<file path="src/rtl/recolector_salida_if.sv">
// Bus bundle between the output-FIFO collector and its surroundings:
// FIFO read ports 4..7, the collected-word handshake and the per-port counters.
interface recolector_salida_if #(
  parameter int DATA_W = 10,
  parameter int CNT_W  = 8
);
  logic [DATA_W-1:0] fifo4_out, fifo5_out, fifo6_out, fifo7_out;
  logic              fifo4_empty, fifo5_empty, fifo6_empty, fifo7_empty;
  logic              pop4, pop5, pop6, pop7;
  logic [DATA_W-1:0] data_out;
  logic              data_valid;
  logic [1:0]        port_id;
  logic              ready_in;
  logic [CNT_W-1:0]  cnt4, cnt5, cnt6, cnt7;
  logic              idle;

  modport master (
    input  fifo4_out, fifo5_out, fifo6_out, fifo7_out,
    input  fifo4_empty, fifo5_empty, fifo6_empty, fifo7_empty,
    input  ready_in,
    output pop4, pop5, pop6, pop7,
    output data_out, data_valid, port_id,
    output cnt4, cnt5, cnt6, cnt7, idle
  );

  modport slave (
    output fifo4_out, fifo5_out, fifo6_out, fifo7_out,
    output fifo4_empty, fifo5_empty, fifo6_empty, fifo7_empty,
    output ready_in,
    input  pop4, pop5, pop6, pop7,
    input  data_out, data_valid, port_id,
    input  cnt4, cnt5, cnt6, cnt7, idle
  );
endinterface

</file>
<file path="src/rtl/recolector_salida.sv">
// Round-robin collector: pops one of four output FIFOs, registers the word and
// holds it until downstream accepts it, keeping a saturating count per FIFO.
module recolector_salida #(
  parameter int DATA_W = 10,
  parameter int CNT_W  = 8
) (
  input  logic                 clk,
  input  logic                 reset,
  recolector_salida_if.master  bus
);

  typedef enum logic [1:0] {IDLE = 2'd0, READ = 2'd1, HOLD = 2'd2} state_t;

  localparam logic [CNT_W-1:0] CNT_MAX = {CNT_W{1'b1}};

  state_t                   state_q, state_d;
  logic [1:0]               rr_q, rr_d;
  logic [1:0]               gnt_q, gnt_d;
  logic [1:0]               port_id_q, port_id_d;
  logic [DATA_W-1:0]        data_out_q, data_out_d;
  logic                     data_valid_q, data_valid_d;
  logic [3:0][CNT_W-1:0]    cnt_q, cnt_d;

  logic [3:0][DATA_W-1:0]   fifo_out_s;
  logic [3:0]               empty_s;
  logic [3:0]               pop_s;
  logic [1:0]               search_s;
  logic [1:0]               pick_s;
  logic                     found_s;

  assign fifo_out_s = {bus.fifo7_out, bus.fifo6_out, bus.fifo5_out, bus.fifo4_out};
  assign empty_s    = {bus.fifo7_empty, bus.fifo6_empty, bus.fifo5_empty, bus.fifo4_empty};

  // Walk the offsets from rr downwards so the smallest offset that is non-empty wins.
  always_comb begin
    found_s  = 1'b0;
    pick_s   = rr_q;
    search_s = rr_q;
    for (int k = 3; k >= 0; k--) begin
      search_s = rr_q + 2'(k);
      found_s  = found_s | ~empty_s[search_s];
      pick_s   = empty_s[search_s] ? pick_s : search_s;
    end
  end

  // Next-state logic; the pop strobe is gated by reset so nothing is fetched while held.
  always_comb begin
    state_d      = state_q;
    rr_d         = rr_q;
    gnt_d        = gnt_q;
    port_id_d    = port_id_q;
    data_out_d   = data_out_q;
    data_valid_d = data_valid_q;
    cnt_d        = cnt_q;
    pop_s        = 4'b0000;
    case (state_q)
      IDLE: begin
        if (found_s && reset) begin
          pop_s[pick_s] = 1'b1;
          gnt_d         = pick_s;
          state_d       = READ;
        end else begin
          state_d = IDLE;
        end
      end
      READ: begin
        data_out_d   = fifo_out_s[gnt_q];
        port_id_d    = gnt_q;
        data_valid_d = 1'b1;
        rr_d         = gnt_q + 2'd1;
        state_d      = HOLD;
        if (cnt_q[gnt_q] != CNT_MAX) begin
          cnt_d[gnt_q] = cnt_q[gnt_q] + {{(CNT_W-1){1'b0}}, 1'b1};
        end else begin
          cnt_d[gnt_q] = CNT_MAX;
        end
      end
      HOLD: begin
        if (bus.ready_in) begin
          data_valid_d = 1'b0;
          state_d      = IDLE;
        end else begin
          state_d = HOLD;
        end
      end
      default: begin
        data_valid_d = 1'b0;
        state_d      = IDLE;
      end
    endcase
  end

  // State and output registers.
  always_ff @(posedge clk or negedge reset) begin
    if (!reset) begin
      state_q      <= IDLE;
      rr_q         <= 2'd0;
      gnt_q        <= 2'd0;
      port_id_q    <= 2'd0;
      data_out_q   <= {DATA_W{1'b0}};
      data_valid_q <= 1'b0;
      cnt_q        <= {(4*CNT_W){1'b0}};
    end else begin
      state_q      <= state_d;
      rr_q         <= rr_d;
      gnt_q        <= gnt_d;
      port_id_q    <= port_id_d;
      data_out_q   <= data_out_d;
      data_valid_q <= data_valid_d;
      cnt_q        <= cnt_d;
    end
  end

  assign bus.pop4       = pop_s[0];
  assign bus.pop5       = pop_s[1];
  assign bus.pop6       = pop_s[2];
  assign bus.pop7       = pop_s[3];
  assign bus.data_out   = data_out_q;
  assign bus.data_valid = data_valid_q;
  assign bus.port_id    = port_id_q;
  assign bus.cnt4       = cnt_q[0];
  assign bus.cnt5       = cnt_q[1];
  assign bus.cnt6       = cnt_q[2];
  assign bus.cnt7       = cnt_q[3];
  assign bus.idle       = (state_q == IDLE);

endmodule

</file>
<file path="src/flat_wrapper.sv">
// flat-port wrapper written by rule: the top's interface ports become plain ports
module recolector_salida_flat 
#(
  parameter int DATA_W = 10,
  parameter int CNT_W  = 8
)
  (clk, reset, bus_fifo4_out, bus_fifo5_out, bus_fifo6_out, bus_fifo7_out, bus_fifo4_empty, bus_fifo5_empty, bus_fifo6_empty, bus_fifo7_empty, bus_ready_in, bus_pop4, bus_pop5, bus_pop6, bus_pop7, bus_data_out, bus_data_valid, bus_port_id, bus_cnt4, bus_cnt5, bus_cnt6, bus_cnt7, bus_idle);
  recolector_salida_if #(.DATA_W(DATA_W), .CNT_W(CNT_W)) bus_i ();
  input  logic clk;
  input  logic reset;
  input wire logic [$bits(bus_i.fifo4_out)-1:0] bus_fifo4_out;
  input wire logic [$bits(bus_i.fifo5_out)-1:0] bus_fifo5_out;
  input wire logic [$bits(bus_i.fifo6_out)-1:0] bus_fifo6_out;
  input wire logic [$bits(bus_i.fifo7_out)-1:0] bus_fifo7_out;
  input wire logic [$bits(bus_i.fifo4_empty)-1:0] bus_fifo4_empty;
  input wire logic [$bits(bus_i.fifo5_empty)-1:0] bus_fifo5_empty;
  input wire logic [$bits(bus_i.fifo6_empty)-1:0] bus_fifo6_empty;
  input wire logic [$bits(bus_i.fifo7_empty)-1:0] bus_fifo7_empty;
  input wire logic [$bits(bus_i.ready_in)-1:0] bus_ready_in;
  output wire logic [$bits(bus_i.pop4)-1:0] bus_pop4;
  output wire logic [$bits(bus_i.pop5)-1:0] bus_pop5;
  output wire logic [$bits(bus_i.pop6)-1:0] bus_pop6;
  output wire logic [$bits(bus_i.pop7)-1:0] bus_pop7;
  output wire logic [$bits(bus_i.data_out)-1:0] bus_data_out;
  output wire logic [$bits(bus_i.data_valid)-1:0] bus_data_valid;
  output wire logic [$bits(bus_i.port_id)-1:0] bus_port_id;
  output wire logic [$bits(bus_i.cnt4)-1:0] bus_cnt4;
  output wire logic [$bits(bus_i.cnt5)-1:0] bus_cnt5;
  output wire logic [$bits(bus_i.cnt6)-1:0] bus_cnt6;
  output wire logic [$bits(bus_i.cnt7)-1:0] bus_cnt7;
  output wire logic [$bits(bus_i.idle)-1:0] bus_idle;
  assign bus_i.fifo4_out = bus_fifo4_out;
  assign bus_i.fifo5_out = bus_fifo5_out;
  assign bus_i.fifo6_out = bus_fifo6_out;
  assign bus_i.fifo7_out = bus_fifo7_out;
  assign bus_i.fifo4_empty = bus_fifo4_empty;
  assign bus_i.fifo5_empty = bus_fifo5_empty;
  assign bus_i.fifo6_empty = bus_fifo6_empty;
  assign bus_i.fifo7_empty = bus_fifo7_empty;
  assign bus_i.ready_in = bus_ready_in;
  assign bus_pop4 = bus_i.pop4;
  assign bus_pop5 = bus_i.pop5;
  assign bus_pop6 = bus_i.pop6;
  assign bus_pop7 = bus_i.pop7;
  assign bus_data_out = bus_i.data_out;
  assign bus_data_valid = bus_i.data_valid;
  assign bus_port_id = bus_i.port_id;
  assign bus_cnt4 = bus_i.cnt4;
  assign bus_cnt5 = bus_i.cnt5;
  assign bus_cnt6 = bus_i.cnt6;
  assign bus_cnt7 = bus_i.cnt7;
  assign bus_idle = bus_i.idle;
  recolector_salida #(.DATA_W(DATA_W), .CNT_W(CNT_W)) u_core (.clk(clk), .reset(reset), .bus(bus_i));
endmodule
</file>
<file path="config.mk">
export PLATFORM = sky130hd
export DESIGN_NAME = recolector_salida_flat
export DESIGN_NICKNAME = d
export VERILOG_FILES = /design/src/rtl/recolector_salida_if.sv /design/src/rtl/recolector_salida.sv /design/src/flat_wrapper.sv
export SDC_FILE = /design/constraint.sdc
export NUM_CORES = 1
export LEC_CHECK = 0
export BUFFER_PORTS_ARGS = -buffer_cell sky130_fd_sc_hd__buf_2
export CELL_PAD_IN_SITES_DETAIL_PLACEMENT = 0
export CELL_PAD_IN_SITES_GLOBAL_PLACEMENT = 1
export CORE_AREA = 2 2 85 87
export DETAILED_ROUTE_END_ITERATION = 16
export DIE_AREA = 0 0 87 89
export PLACE_DENSITY = 0.94
export SETUP_SLACK_MARGIN = 0.1
export SLEW_MARGIN = 20
export SYNTH_ARGS = -nofsm -noshare
export SYNTH_HDL_FRONTEND = slang
export SYNTH_SLANG_ARGS = --single-unit
</file>
<file path="constraint.sdc">
create_clock -name clk -period 3.35 [get_ports clk]
set_input_delay 0.335 -clock clk [delete_from_list [all_inputs] [get_ports clk]]
set_output_delay 0.335 -clock clk [all_outputs]
set_load 0.005 [all_outputs]
</file>
==> metrics.md <==
| Metric | Value |
|---|---|
| Status | `finished clean` |
| Share of cells above drive strength 1 | `0.3629` |
| P_sw | `0.9533 mW` |
| Crit end category | `flop` |
| Area share of the largest cell type after synthesis | `0.4818` |
| Chip width | `87 µm` |
| First-pass GRT wire length | `10.14 mm` |
| CTS sink count | `51` |
| Post-synth EDFFs | `0` |
| IO Port Bufs | `96` |
| Post-Route M1 WL | `2.991 mm` |
| Vias/cell | `5.179` |
| Critical path's slowest cell | `mux4_1` |
| WL final | `6.333 mm` |
| Syn-to-layout area delta | `25.27%` |
| Syn nets | `306` |
| Die area | `7743 µm²` |
| Top cells by area, synth | `dfrtp_1 (48%), mux4_2 (11%), nand2_1 (11%)` |
| Finished Cell Area | `3318 µm²` |
| Bufs and invs on worst path | `1` |
| Top cells by count, synth | `nand2_1 (75), dfrtp_1 (51), o21ai_0 (37)` |
| Metal3 WL | `422 µm` |
| Fmax | `386.2 MHz` |
| Tot Pwr | `2.511 mW` |
| Int Pwr | `1.558 mW` |
| Synthesized area per cell | `10.43 µm²` |
| Setup violators final | `0` |
| Core Region | `6719 µm²` |
| H-tree depth | `2` |
| Nets@finish | `401` |
| CP Cell Sequence | `buf_4, mux4_1, nand4_2, mux2_4, o32a_1` |
| CTS tree | `done` |
| Crit path kind | `flop to flop` |
| RSZ-0062 raised after global routing | `no` |
| Worst EP required | `3.54 ns` |
| Largest net degree at the start of global routing | `52` |
| Row cnt | `30` |
| Tmin final | `2.589 ns` |
| Yosys Warn Count | `0` |
| Power share of the clock group | `0.175` |
| 1st-iter DRT viols | `129` |
| Die Height | `89 µm` |
| Area after DPL | `3201 µm²` |
| GRT Overall Usage | `0.1691` |
| Synthesized cell area | `2649 µm²` |
| Post-cts repair resize count | `0` |
| CP arrival | `2.77 ns` |
| Hpwl dp | `4.770 mm` |
| Synthesized flop and latch total | `51` |
| Final slew viol count | `0` |
| Maximum vdd drop | `0.3420 mV` |
| Total Neg Setup Slack | `0 ns` |
| Number of global-route vias before repair | `2064` |
| Critical path launch point type | `flop` |
| DR WL met2 | `2.848 mm` |
| Starting density of the core | `0.3942` |
| Synth Flop Type | `dfrtp_1` |
| P_leak | `1.695 nW` |
| Power per cell area | `756.8 nW/µm²` |
| Period utilization | `0.7729` |
| Switching Share | `0.3796` |
| Seq/Total Area, Yosys | `0.4818` |
| Critical-path maximum fanout | `16` |
| Clock latency on the worst-skew pair | `0.31 ns` |
| Flop pwr share | `0.398` |
| I/O pins | `97` |
| Max Used Layer | `met4` |
| Unique masters post-synth | `35` |
| Worst-margin pin slew | `0.8087 ns` |
| Cell count after synthesis | `254` |
| GP Congestion | `0.9417` |
| DRT antenna net count | `0` |
| Setup bufs post-CTS | `0` |
| Max-cap violation count | `0` |
| CTS Hold Bufs | `0` |
| CP peak stage delay | `0.71 ns` |
| DR vias | `2227` |
| Clock slew seen by the registers of the worst setup and hold paths | `0.10 ns` |
| GRT overflow | `0` |
| WL/cell | `14.73 µm` |
| Total CTS buffers | `5` |
| Initial antenna violation count | `0` |
| Ant diodes | `0` |
| Most frequent cell after synthesis | `nand2_1` |
| Yosys top cell by area | `dfrtp_1` |
| Async S/R FF share, synth | `1.000` |
| CTS root buffer | `clkbuf_8` |
| Bufs on Longest Clock Path | `2` |
| Worst min-delay path class | `primary input to asynchronous set/reset pin` |
| Drt first pass iters | `4` |
| CP delay by family, top | `multiplexers` |
| Drt drc | `0` |
| Final hold vios | `0` |
| Max Clock Skew | `0.01596 ns` |
| Combinational Power Share | `0.428` |
| Relative slew slack | `0.4609` |
worst reg2reg max path: cells and delay by family (launching register included):
family,cells,cell delay [ns]
flops,1,0.59
mux,2,1.04
buf+inv,1,0.36
simple gates,1,0.16
compound gates,1,0.33
path summary, 6_finish.rpt:
check	start	endpoint	slack [ns]	depth (start not counted)
hold reg to reg	u_core.bus.data_out[0]	u_core.bus.data_out[0]	0.48	2
hold / removal	reset	u_core.bus.cnt4[0]	0.18	2
max in group asynchronous	reset	u_core.bus.cnt4[2]	2.74	2
min in group clk	bus_ready_in	u_core.state_q[1]	0.27	4
setup reg to reg	u_core.gnt_q[0]	u_core.bus.cnt7[7]	0.76	5
setup / recovery	u_core.gnt_q[0]	u_core.bus.cnt7[7]	0.76	5
state kept, by name, summed over array words and instances (netlist names):
register               flops
u_core.rr_q                2
u_core.bus.data_valid      1
u_core.bus.cnt6            8
u_core.bus.cnt4            8
u_core.state_q             2
u_core.gnt_q               2
u_core.bus.cnt7            8
u_core.bus.cnt5            8
u_core.bus.port_id         2
u_core.bus.data_out       10
per-layer routing:
metal	GRT usage	vias to the layer above
met4	0.04119	0
li1	-	1084
met3	0.04063	7
met2	0.2609	94
met5	0	-
met1	0.2424	1042
cell families (layout without fill, tap and decap cells):
| group | Yosys count | in the layout | share of synthesized area |
|---|---|---|---|
| AO/OA/AOI/OAI | 52 | 52 | 0.1162 |
| AND/OR/NAND/NOR | 106 | 106 | 0.1719 |
| multiplexers | 21 | 21 | 0.1738 |
| buffers and inverters | 18 | 114 | 0.02929 |
| adder cells (fa/ha/maj) | 5 | 5 | 0.02362 |
| flip-flops | 51 | 51 | 0.4818 |
| XOR/XNOR | 1 | 1 | 0.003307 |
cell type report:
| type | count | area, µm² |
|---|---|---|
| Multi-Input combinational cell | 185 | 1297 |
| Clock buffer | 5 | 68.82 |
| Tap cell | 80 | 100.1 |
| Clock inverter | 3 | 46.29 |
| Timing Repair Buffer | 99 | 503.0 |
| Fill cell | 602 | 3401 |
| Inverter | 7 | 26.28 |
| Sequential cell | 51 | 1276 |
through the flow:
stage          setup WS (ns)  hold WS, ns  std cells  utilization
2_1_floorplan          1.054      0.03941        254            -
3_5_place_dp          0.7236       0.4623        422       0.4764
4_1_cts               0.7153       0.2012        430       0.4935
3_3_place_gp          0.7941       0.4541        422       0.4764
6_report              0.7609       0.1757        430       0.4939
5_1_grt               0.6165       0.2496        430       0.4939
power by group through the flow:
stage | clock network (mW) | logic [mW] | registers (mW)
finish | 0.438 | 1.07 | 0.999
global route | 0.468 | 1.22 | 1.03
CTS | 0.446 | 1.09 | 0.999
detailed placement | 0 | 1.08 | 1.01
global placement | 0 | 1.05 | 1.00
floorplan | 0 | 0.720 | 0.970
placed cells by master (no fill, tap or decap), drive strengths merged:
| cell | instances |
|---|---|
| and2 | 2 |
| a21oi | 1 |
| nor3b | 1 |
| o2bb2ai | 1 |
| a31oi | 2 |
| nand4 | 2 |
| mux2i | 1 |
| nor3 | 1 |
| and4 | 1 |
| nor2b | 5 |
| o21a | 2 |
| xor2 | 1 |
| dfrtp | 51 |
| nor2 | 13 |
| nand2 | 75 |
| or2 | 1 |
| a21o | 1 |
| nand3 | 3 |
| o21ai | 37 |
| mux4 | 18 |
| bufinv | 1 |
| o211ai | 1 |
| clkinvlp | 1 |
| a21boi | 1 |
| o32a | 5 |
| ha | 5 |
| a311oi | 1 |
| mux2 | 2 |
| nand2b | 2 |
| inv | 8 |
| clkbuf | 5 |
| buf | 99 |
Note: power is estimated with default switching activity, not from simulation.
